### src/rtl/traffic_ctrl_timed.sv
// traffic_ctrl_timed: highway/farm-road intersection controller.
// Six-state Moore machine with a saturating dwell counter that times every
// phase in clk cycles, plus minimum-green for both roads, a farm-road
// maximum-green timeout and an all-red phase on each side of the farm green.
// All outputs are registered; phase, lamps and walk change on the same edge.
// Optional feature macro: TRAFFIC_PED_EN (adds ped_req / ped_walk).
module traffic_ctrl_timed #(
    parameter int CNT_W          = 8,
    parameter int Y2R_DELAY      = 3,
    parameter int R2G_DELAY      = 2,
    parameter int HWY_MIN_GREEN  = 8,
    parameter int FARM_MIN_GREEN = 4,
    parameter int FARM_MAX_GREEN = 16
) (
    input  logic       clk,
    input  logic       clear_n,
    input  logic       x,
`ifdef TRAFFIC_PED_EN
    input  logic       ped_req,
    output logic       ped_walk,
`endif
    output logic [1:0] highway,
    output logic [1:0] farm,
    output logic [2:0] phase
);

    typedef enum logic [2:0] {
        HWY_GREEN   = 3'd0,
        HWY_YELLOW  = 3'd1,
        ALL_RED_A   = 3'd2,
        FARM_GREEN  = 3'd3,
        FARM_YELLOW = 3'd4,
        ALL_RED_B   = 3'd5
    } state_t;

    localparam logic [1:0] LAMP_RED    = 2'd0;
    localparam logic [1:0] LAMP_YELLOW = 2'd1;
    localparam logic [1:0] LAMP_GREEN  = 2'd2;

    // Delays are truncated to the counter width first, then turned into the
    // last dwell value of each interval (dwell starts at 0 on state entry).
    localparam logic [CNT_W-1:0] ONE           = CNT_W'(1);
    localparam logic [CNT_W-1:0] Y2R_LAST      = CNT_W'(Y2R_DELAY) - ONE;
    localparam logic [CNT_W-1:0] R2G_LAST      = CNT_W'(R2G_DELAY) - ONE;
    localparam logic [CNT_W-1:0] HWY_MIN_LAST  = CNT_W'(HWY_MIN_GREEN) - ONE;
    localparam logic [CNT_W-1:0] FARM_MIN_LAST = CNT_W'(FARM_MIN_GREEN) - ONE;
    localparam logic [CNT_W-1:0] FARM_MAX_LAST = CNT_W'(FARM_MAX_GREEN) - ONE;

    // The state register is kept as plain bits so that the unused codes 6 and
    // 7 remain representable and can be steered back to the highway green.
    logic [2:0]       state_q, state_d;
    logic [CNT_W-1:0] dwell_q, dwell_d;
    logic [1:0]       hwy_q, hwy_d;
    logic [1:0]       farm_q, farm_d;
    logic             req;

`ifdef TRAFFIC_PED_EN
    logic ped_pend_q, ped_pend_d;
    logic ped_walk_q, ped_walk_d;

    assign req = x | ped_pend_q;
`else
    assign req = x;
`endif

    // Next-state logic: timed exits per phase, illegal codes recover to S0.
    // With a pending pedestrian and x already low, the farm green still runs
    // to its minimum because the minimum term below gates the early exit.
    always_comb begin
        state_d = HWY_GREEN;
        case (state_q)
            HWY_GREEN:
                state_d = (req && (dwell_q >= HWY_MIN_LAST)) ? HWY_YELLOW : HWY_GREEN;
            HWY_YELLOW:
                state_d = (dwell_q == Y2R_LAST) ? ALL_RED_A : HWY_YELLOW;
            ALL_RED_A:
                state_d = (dwell_q == R2G_LAST) ? FARM_GREEN : ALL_RED_A;
            FARM_GREEN:
                state_d = ((!x && (dwell_q >= FARM_MIN_LAST)) || (dwell_q == FARM_MAX_LAST))
                          ? FARM_YELLOW : FARM_GREEN;
            FARM_YELLOW:
                state_d = (dwell_q == Y2R_LAST) ? ALL_RED_B : FARM_YELLOW;
            ALL_RED_B:
                state_d = (dwell_q == R2G_LAST) ? HWY_GREEN : ALL_RED_B;
            default:
                state_d = HWY_GREEN;
        endcase
    end

    // Dwell counter restarts on any state change and otherwise saturates.
    always_comb begin
        dwell_d = '0;
        if (state_d != state_q) begin
            dwell_d = '0;
        end else if (&dwell_q) begin
            dwell_d = dwell_q;
        end else begin
            dwell_d = dwell_q + ONE;
        end
    end

    // Lamp decode from the next state so lamps register together with phase.
    always_comb begin
        hwy_d  = LAMP_GREEN;
        farm_d = LAMP_RED;
        case (state_d)
            HWY_YELLOW:  begin hwy_d = LAMP_YELLOW; farm_d = LAMP_RED;    end
            ALL_RED_A:   begin hwy_d = LAMP_RED;    farm_d = LAMP_RED;    end
            FARM_GREEN:  begin hwy_d = LAMP_RED;    farm_d = LAMP_GREEN;  end
            FARM_YELLOW: begin hwy_d = LAMP_RED;    farm_d = LAMP_YELLOW; end
            ALL_RED_B:   begin hwy_d = LAMP_RED;    farm_d = LAMP_RED;    end
            default:     begin hwy_d = LAMP_GREEN;  farm_d = LAMP_RED;    end
        endcase
    end

`ifdef TRAFFIC_PED_EN
    // Pedestrian request is remembered outside the farm green and consumed on
    // entry to it; walk is shown for exactly the farm green phase.
    always_comb begin
        ped_pend_d = ped_pend_q;
        ped_walk_d = (state_d == FARM_GREEN);
        if ((state_d == FARM_GREEN) && (state_q != FARM_GREEN)) begin
            ped_pend_d = 1'b0;
        end else if ((state_q != FARM_GREEN) && ped_req) begin
            ped_pend_d = 1'b1;
        end
    end

    // Pedestrian registers with synchronous active-low clear.
    always_ff @(posedge clk) begin
        if (!clear_n) begin
            ped_pend_q <= 1'b0;
            ped_walk_q <= 1'b0;
        end else begin
            ped_pend_q <= ped_pend_d;
            ped_walk_q <= ped_walk_d;
        end
    end

    assign ped_walk = ped_walk_q;
`endif

    // State, dwell and lamp registers with synchronous active-low clear.
    always_ff @(posedge clk) begin
        if (!clear_n) begin
            state_q <= HWY_GREEN;
            dwell_q <= '0;
            hwy_q   <= LAMP_GREEN;
            farm_q  <= LAMP_RED;
        end else begin
            state_q <= state_d;
            dwell_q <= dwell_d;
            hwy_q   <= hwy_d;
            farm_q  <= farm_d;
        end
    end

    assign phase   = state_q;
    assign highway = hwy_q;
    assign farm    = farm_q;

endmodule

### config.mk
export PLATFORM = sky130hd
export DESIGN_NAME = traffic_ctrl_timed
export DESIGN_NICKNAME = d
export VERILOG_FILES = /design/src/rtl/traffic_ctrl_timed.sv
export SDC_FILE = /design/constraint.sdc
export NUM_CORES = 1
export LEC_CHECK = 0
export CAP_MARGIN = 10
export CELL_PAD_IN_SITES_DETAIL_PLACEMENT = 2
export CELL_PAD_IN_SITES_GLOBAL_PLACEMENT = 2
export CORE_MARGIN = 3
export CORE_UTILIZATION = 35
export CTS_BUF_LIST = sky130_fd_sc_hd__clkbuf_8 sky130_fd_sc_hd__clkbuf_16
export DETAILED_ROUTE_END_ITERATION = 6
export GPL_TIMING_DRIVEN = 0
export PLACE_DENSITY_LB_ADDON = 0.25
export SLEW_MARGIN = 10
export SYNTH_ARGS = -nofsm -noshare
export SYNTH_HDL_FRONTEND = slang
export SYNTH_SLANG_ARGS = --single-unit
### constraint.sdc
create_clock -name clk -period 3.05 [get_ports clk]
set_input_delay 0.4575 -clock clk [delete_from_list [all_inputs] [get_ports clk]]
set_output_delay 0.4575 -clock clk [all_outputs]
set_load 0.02 [all_outputs]
# Yosys cells after proc, flatten, opt, wreduce, memory -nomap -nowiden
# Index checks and enable logic that the tools add are counted.
[word_totals] input_bits=3 word_cells=39 regBits=15
[op_classes] n_reduce_logical=8 n_addsub=1 eq_ne=14 bitwise=1 n_mux=9 order_cmp=2
[op_table] cell="$pmux 3 s6" n=1
[op_table] cell="$eq 3x2->1 const B" n=4
[op_table] cell="$eq 3x3->1 const B" n=4
[op_table] cell="$add 8x1->8 const B" n=1
[op_table] cell="$eq 8x1->1 const B" n=1
[op_table] cell="$eq 8x2->1 const B" n=1
[op_table] cell="$eq 8x4->1 const B" n=1
[op_table] cell="$ge 8x2->1 const B" n=1
[op_table] cell="$ge 8x3->1 const B" n=1
[op_table] cell="$pmux 2 s2" n=2
[op_table] cell="$reduce_and 8->1" n=1
[op_table] cell="$eq 3x1->1 const B" n=2
[op_table] cell="$mux 3" n=2
[op_table] cell="$reduce_or 4->1" n=1
[op_table] cell="$logic_not 3->1" n=1
[op_table] cell="$mux 1" n=3
[op_table] cell="$ne 3x3->1" n=1
[op_table] cell="$logic_and 1x1->1" n=2
[op_table] cell="$mux 2" n=1
[op_table] cell="$reduce_or 2->1" n=1
[op_table] cell="$logic_not 1->1" n=1
[op_table] cell="$logic_or 1x1->1" n=1
[op_table] cell="$not 1->1" n=1

# Logic depth before layout (Yosys ltp)
[logic_depth] ltp_word=8 ltp_mapped=7 ltp_nobuf=7

# Least setup slack after synthesis
# Ideal clock, no wire load.
[synth_path] kind="register to register" startpoint="register dwell_q[0]" endpoint="register dwell_q[0]" synth_period_minus_slack_ns=1.892 n_path_buf=0 stages_incl_launch_ff=7 arrival_ns=1.766 setup_slack_ns=1.158 path_cell_list="dfxtp_1 -> ha_1 -> or4bb_1 -> nor4_4 -> a41oi_2 -> a21oi_4 -> nor3_1"
[synth_via] elab_chain_len=7 elab_cells_between_ends=19 cone_classes="add/sub (1); order compare (2); eq/ne (4); mux (7); reduce/logical (5)"
[synth_lines] item="start, declared" line="52" text="logic [CNT_W-1:0] dwell_q, dwell_d;"
[synth_lines] item="start signal, assigned" line="152" text="dwell_q <= dwell_d;"
[synth_lines] item="$ge 8x2->1" line="79" text="state_d = ((!x && (dwell_q >= FARM_MIN_LAST)) || (dwell_q == FARM_MAX_LAST))"
[synth_lines] item="$logic_and 1x1->1" line="79"
[synth_lines] item="$logic_or 1x1->1" line="79"
[synth_lines] item="$mux 3" line="80" text="? FARM_YELLOW : FARM_GREEN;"
[synth_lines] item="$pmux 3 s6" line="71" text="case (state_q)"
[synth_lines] item="$ne 3x3->1" line="93" text="if (state_d != state_q) begin"
[synth_lines] item="$reduce_or 2->1 (no line)"
# Parallel ways exist; a longest one is shown, timed or not.
# A chain may end at the register's enable or synchronous reset.

# Final worst setup path
[layout_path] startpoint="register dwell_q[0]" endpoint="register dwell_q[7]"
# Same word-level chain as after synthesis.

==> flow_summary.json <==
{
  "period_needed_ns": 2.23,
  "p_per_area_nw_per_um2": 649,
  "die_y_um": 56.3,
  "worstSetupStartpointType": "flip-flop",
  "async_reset_ff_frac": 0,
  "coreArea_um2": 2300,
  "fin_nets": 121,
  "wire_per_inst_um": 17.6,
  "finalWorstSetupSlack_ns": 0.819,
  "antenna_found_initial": 0,
  "cp.required_ns": 3.21,
  "power_leakage_nw": 0.389,
  "relSlewSlack": 0.652,
  "drtAntennaViolNets": 0,
  "die_area_um2": 3170,
  "drtPass1Iterations": 4,
  "drt_iter0_drc": 13,
  "rows": 17,
  "p_int_uw": 423,
  "hp-start": "dwell_q[0]$_SDFFE_PP0N_",
  "yosys-top-cells-area": "dfxtp_1 34%, ha_1 4.2%, nand2_1 4.2%, nor3_1 3.9%, nand3_1 3.4%",
  "drt_wl_total_mm": 2.50,
  "vias": 830,
  "areaGrowthSynthToFinish_pct": 19.2,
  "min_period_over_period": 0.732,
  "hpwl_mm": 1.91,
  "slew_violations": 0,
  "syn_avg_cell_area_um2": 8.78,
  "n_antenna_cell": 0,
  "synth_top_area_frac": 0.339,
  "stdcell_count": 142,
  "p_seq_frac": 0.386,
  "synth_area_um2": 887,
  "initial_core_util": 0.386,
  "insertion_delay_ns": 0.25,
  "status": "completed",
  "die_w_um": 56.3,
  "ios": 10,
  "cts_hold_buffers": 0,
  "syn-instance-count": 101,
  "grt_remaining_overflow": 0,
  "synth_flop_cell": "dfxtp_1",
  "syn_nets": 107,
  "critPathLaunch": "dwell_q[0]$_SDFFE_PP0N_",
  "synth_cell_types": 41,
  "maxCapViolations": 0,
  "tritoncts": "done",
  "numCtsBuffers": 3,
  "cts.path.max_buffers": 2,
  "critPathMaxFanout": 7,
  "yosysWarnings": 0,
  "grt_pass1_wl_mm": 4.40,
  "vias_per_cell": 5.85,
  "ys_seq_elements": 15,
  "cts_setup_buffers": 0,
  "grt_usage": 0.179,
  "crit_arrival_ns": 2.39,
  "drc": 0,
  "yosys.area.top_type": "dfxtp_1",
  "fmax_mhz": 448,
  "synth_seq_area_share": 0.339,
  "htree_levels": 1,
  "tns_ns": 0,
  "place_congestion": 0.863,
  "dp.cells": 138,
  "clock_skew_ns": 0.00557,
  "hold_path.class": "flip-flop to flip-flop",
  "tightest_slew_ns": 0.517,
  "setup_violations": 0,
  "swShare": 0.383,
  "grt_pass1_vias": 874,
  "worstSetupEndpointType": "flip-flop",
  "io_buffers": 9,
  "clockRootBuffer": "clkbuf_8",
  "clkSinkCount": 15,
  "p_comb_frac": 0.380,
  "dp_slack_ns": 0.668,
  "power_switching_uw": 263,
  "n_fill_cell": 261,
  "hold_viol": 0,
  "layout-drive-gt1-share": 0.158,
  "ir_worst_vdd_v": 0.000376,
  "timing_worst_setup_path_type": "flip-flop to flip-flop",
  "synth_edf_count": 0,
  "grt_max_degree": 11,
  "p_clk_frac": 0.234,
  "cts_resized": 0,
  "clk_pin_slew_ns": 0.07,
  "reg2reg_from": "dwell_q[0]$_SDFFE_PP0N_",
  "rsz0062_at_grt": "false"
}
## final cells by class
type / count / area (µm²) / area share
Sequential cell: 15 / 300 / 0.284
Timing Repair Buffer: 9 / 90.1 / 0.0852
Inverter: 6 / 22.5 / 0.0213
Buffer: 4 / 17.5 / 0.0166
Clock inverter: 1 / 3.75 / 0.00355
Tap cell: 28 / 35.0 / 0.0331
Clock buffer: 3 / 41.3 / 0.0391
Multi-Input combinational cell: 76 / 547 / 0.517
## per-stage QoR
stage	hold slack [ns]	instance area [µm²]	utilization	total power, mW
after global routing	0.657	1060	0.460	0.743
after CTS	0.635	1060	0.460	0.697
after floorplan	0.557	887	-	0.442
after detailed placement	0.622	1010	0.441	0.533
after global placement	0.593	1010	0.441	0.514
final	0.632	1060	0.460	0.686
## Yosys cell counts (all sizes together), types with 2 or more instances
cell	number
dfxtp	15
nand2	10
nor3	8
inv	6
nand3	6
nor2	6
a21oi	5
a31oi	4
a22o	3
ha	3
o21ai	3
a31o	2
buf	2
clkbuf	2
nand3b	2
nand4	2
nor4	2
o22ai	2
or4	2
xnor2	2
## cells by family (layout without fill, tap and decap cells)
| group | Yosys count | after routing | share of synthesized area |
|---|---|---|---|
| simple gates | 45 | 45 | 0.312 |
| compound gates | 25 | 25 | 0.231 |
| mux | 1 | 1 | 0.0113 |
| fa+ha+maj | 3 | 3 | 0.0423 |
| buf+inv | 10 | 23 | 0.0451 |
| flops | 15 | 15 | 0.339 |
| xor+xnor | 2 | 2 | 0.0197 |
## power by group through the flow
stage | Combinational (mW) | Clock [mW] | Sequential (mW)
floorplan | 0.165 | 0 | 0.277
global placement | 0.250 | 0 | 0.264
detailed placement | 0.264 | 0 | 0.269
CTS | 0.265 | 0.167 | 0.265
global route | 0.293 | 0.179 | 0.271
finish | 0.261 | 0.160 | 0.265
## cell usage in the layout, fill, tap and decap left out, types with 3 or more instances in the layout
cell type	instances
nor2_1	6
a22o_1	3
clkdlybuf4s50_1	9
nand2_1	10
a31oi_1	3
nand3_1	6
nor3_1	7
clkbuf_8	3
ha_1	3
dfxtp_1	15
inv_1	5
a21oi_1	4
o21ai_0	3
## path summary, 6_finish.rpt
path	slack [ns]	end	cells past startpoint
worst max register to register	0.82	dwell_q[7]$_SDFFE_PP0N_	6
worst min register to register	0.63	dwell_q[0]$_SDFFE_PP0N_	2
worst max-delay path	0.82	dwell_q[7]$_SDFFE_PP0N_	6
worst min-delay path	0.63	dwell_q[0]$_SDFFE_PP0N_	2
## sequential cells by signal (all words and copies together), names as in the netlist
register and flops:
dwell_q 8, farm 2, phase 3, highway 2
## layer usage
| layer | vias up | global-route usage | routed length (µm) |
|---|---|---|---|
| met4 | 0 | 0.0305 | 18 |
| met5 | - | 0 | 0 |
| met2 | 17 | 0.309 | 1180 |
| met1 | 409 | 0.224 | 1190 |
| met3 | 2 | 0.0483 | 108 |
| li1 | 402 | - | - |
## worst max-delay path, cell delays in order (launching register included)
cell and delay [ns]:
dfxtp_1 0.37, ha_1 0.30, and3_1 0.25, a22o_1 0.23
o21ai_0 0.38, nand2_1 0.33, nor3_1 0.27
Power figures use the tool's default switching activity.
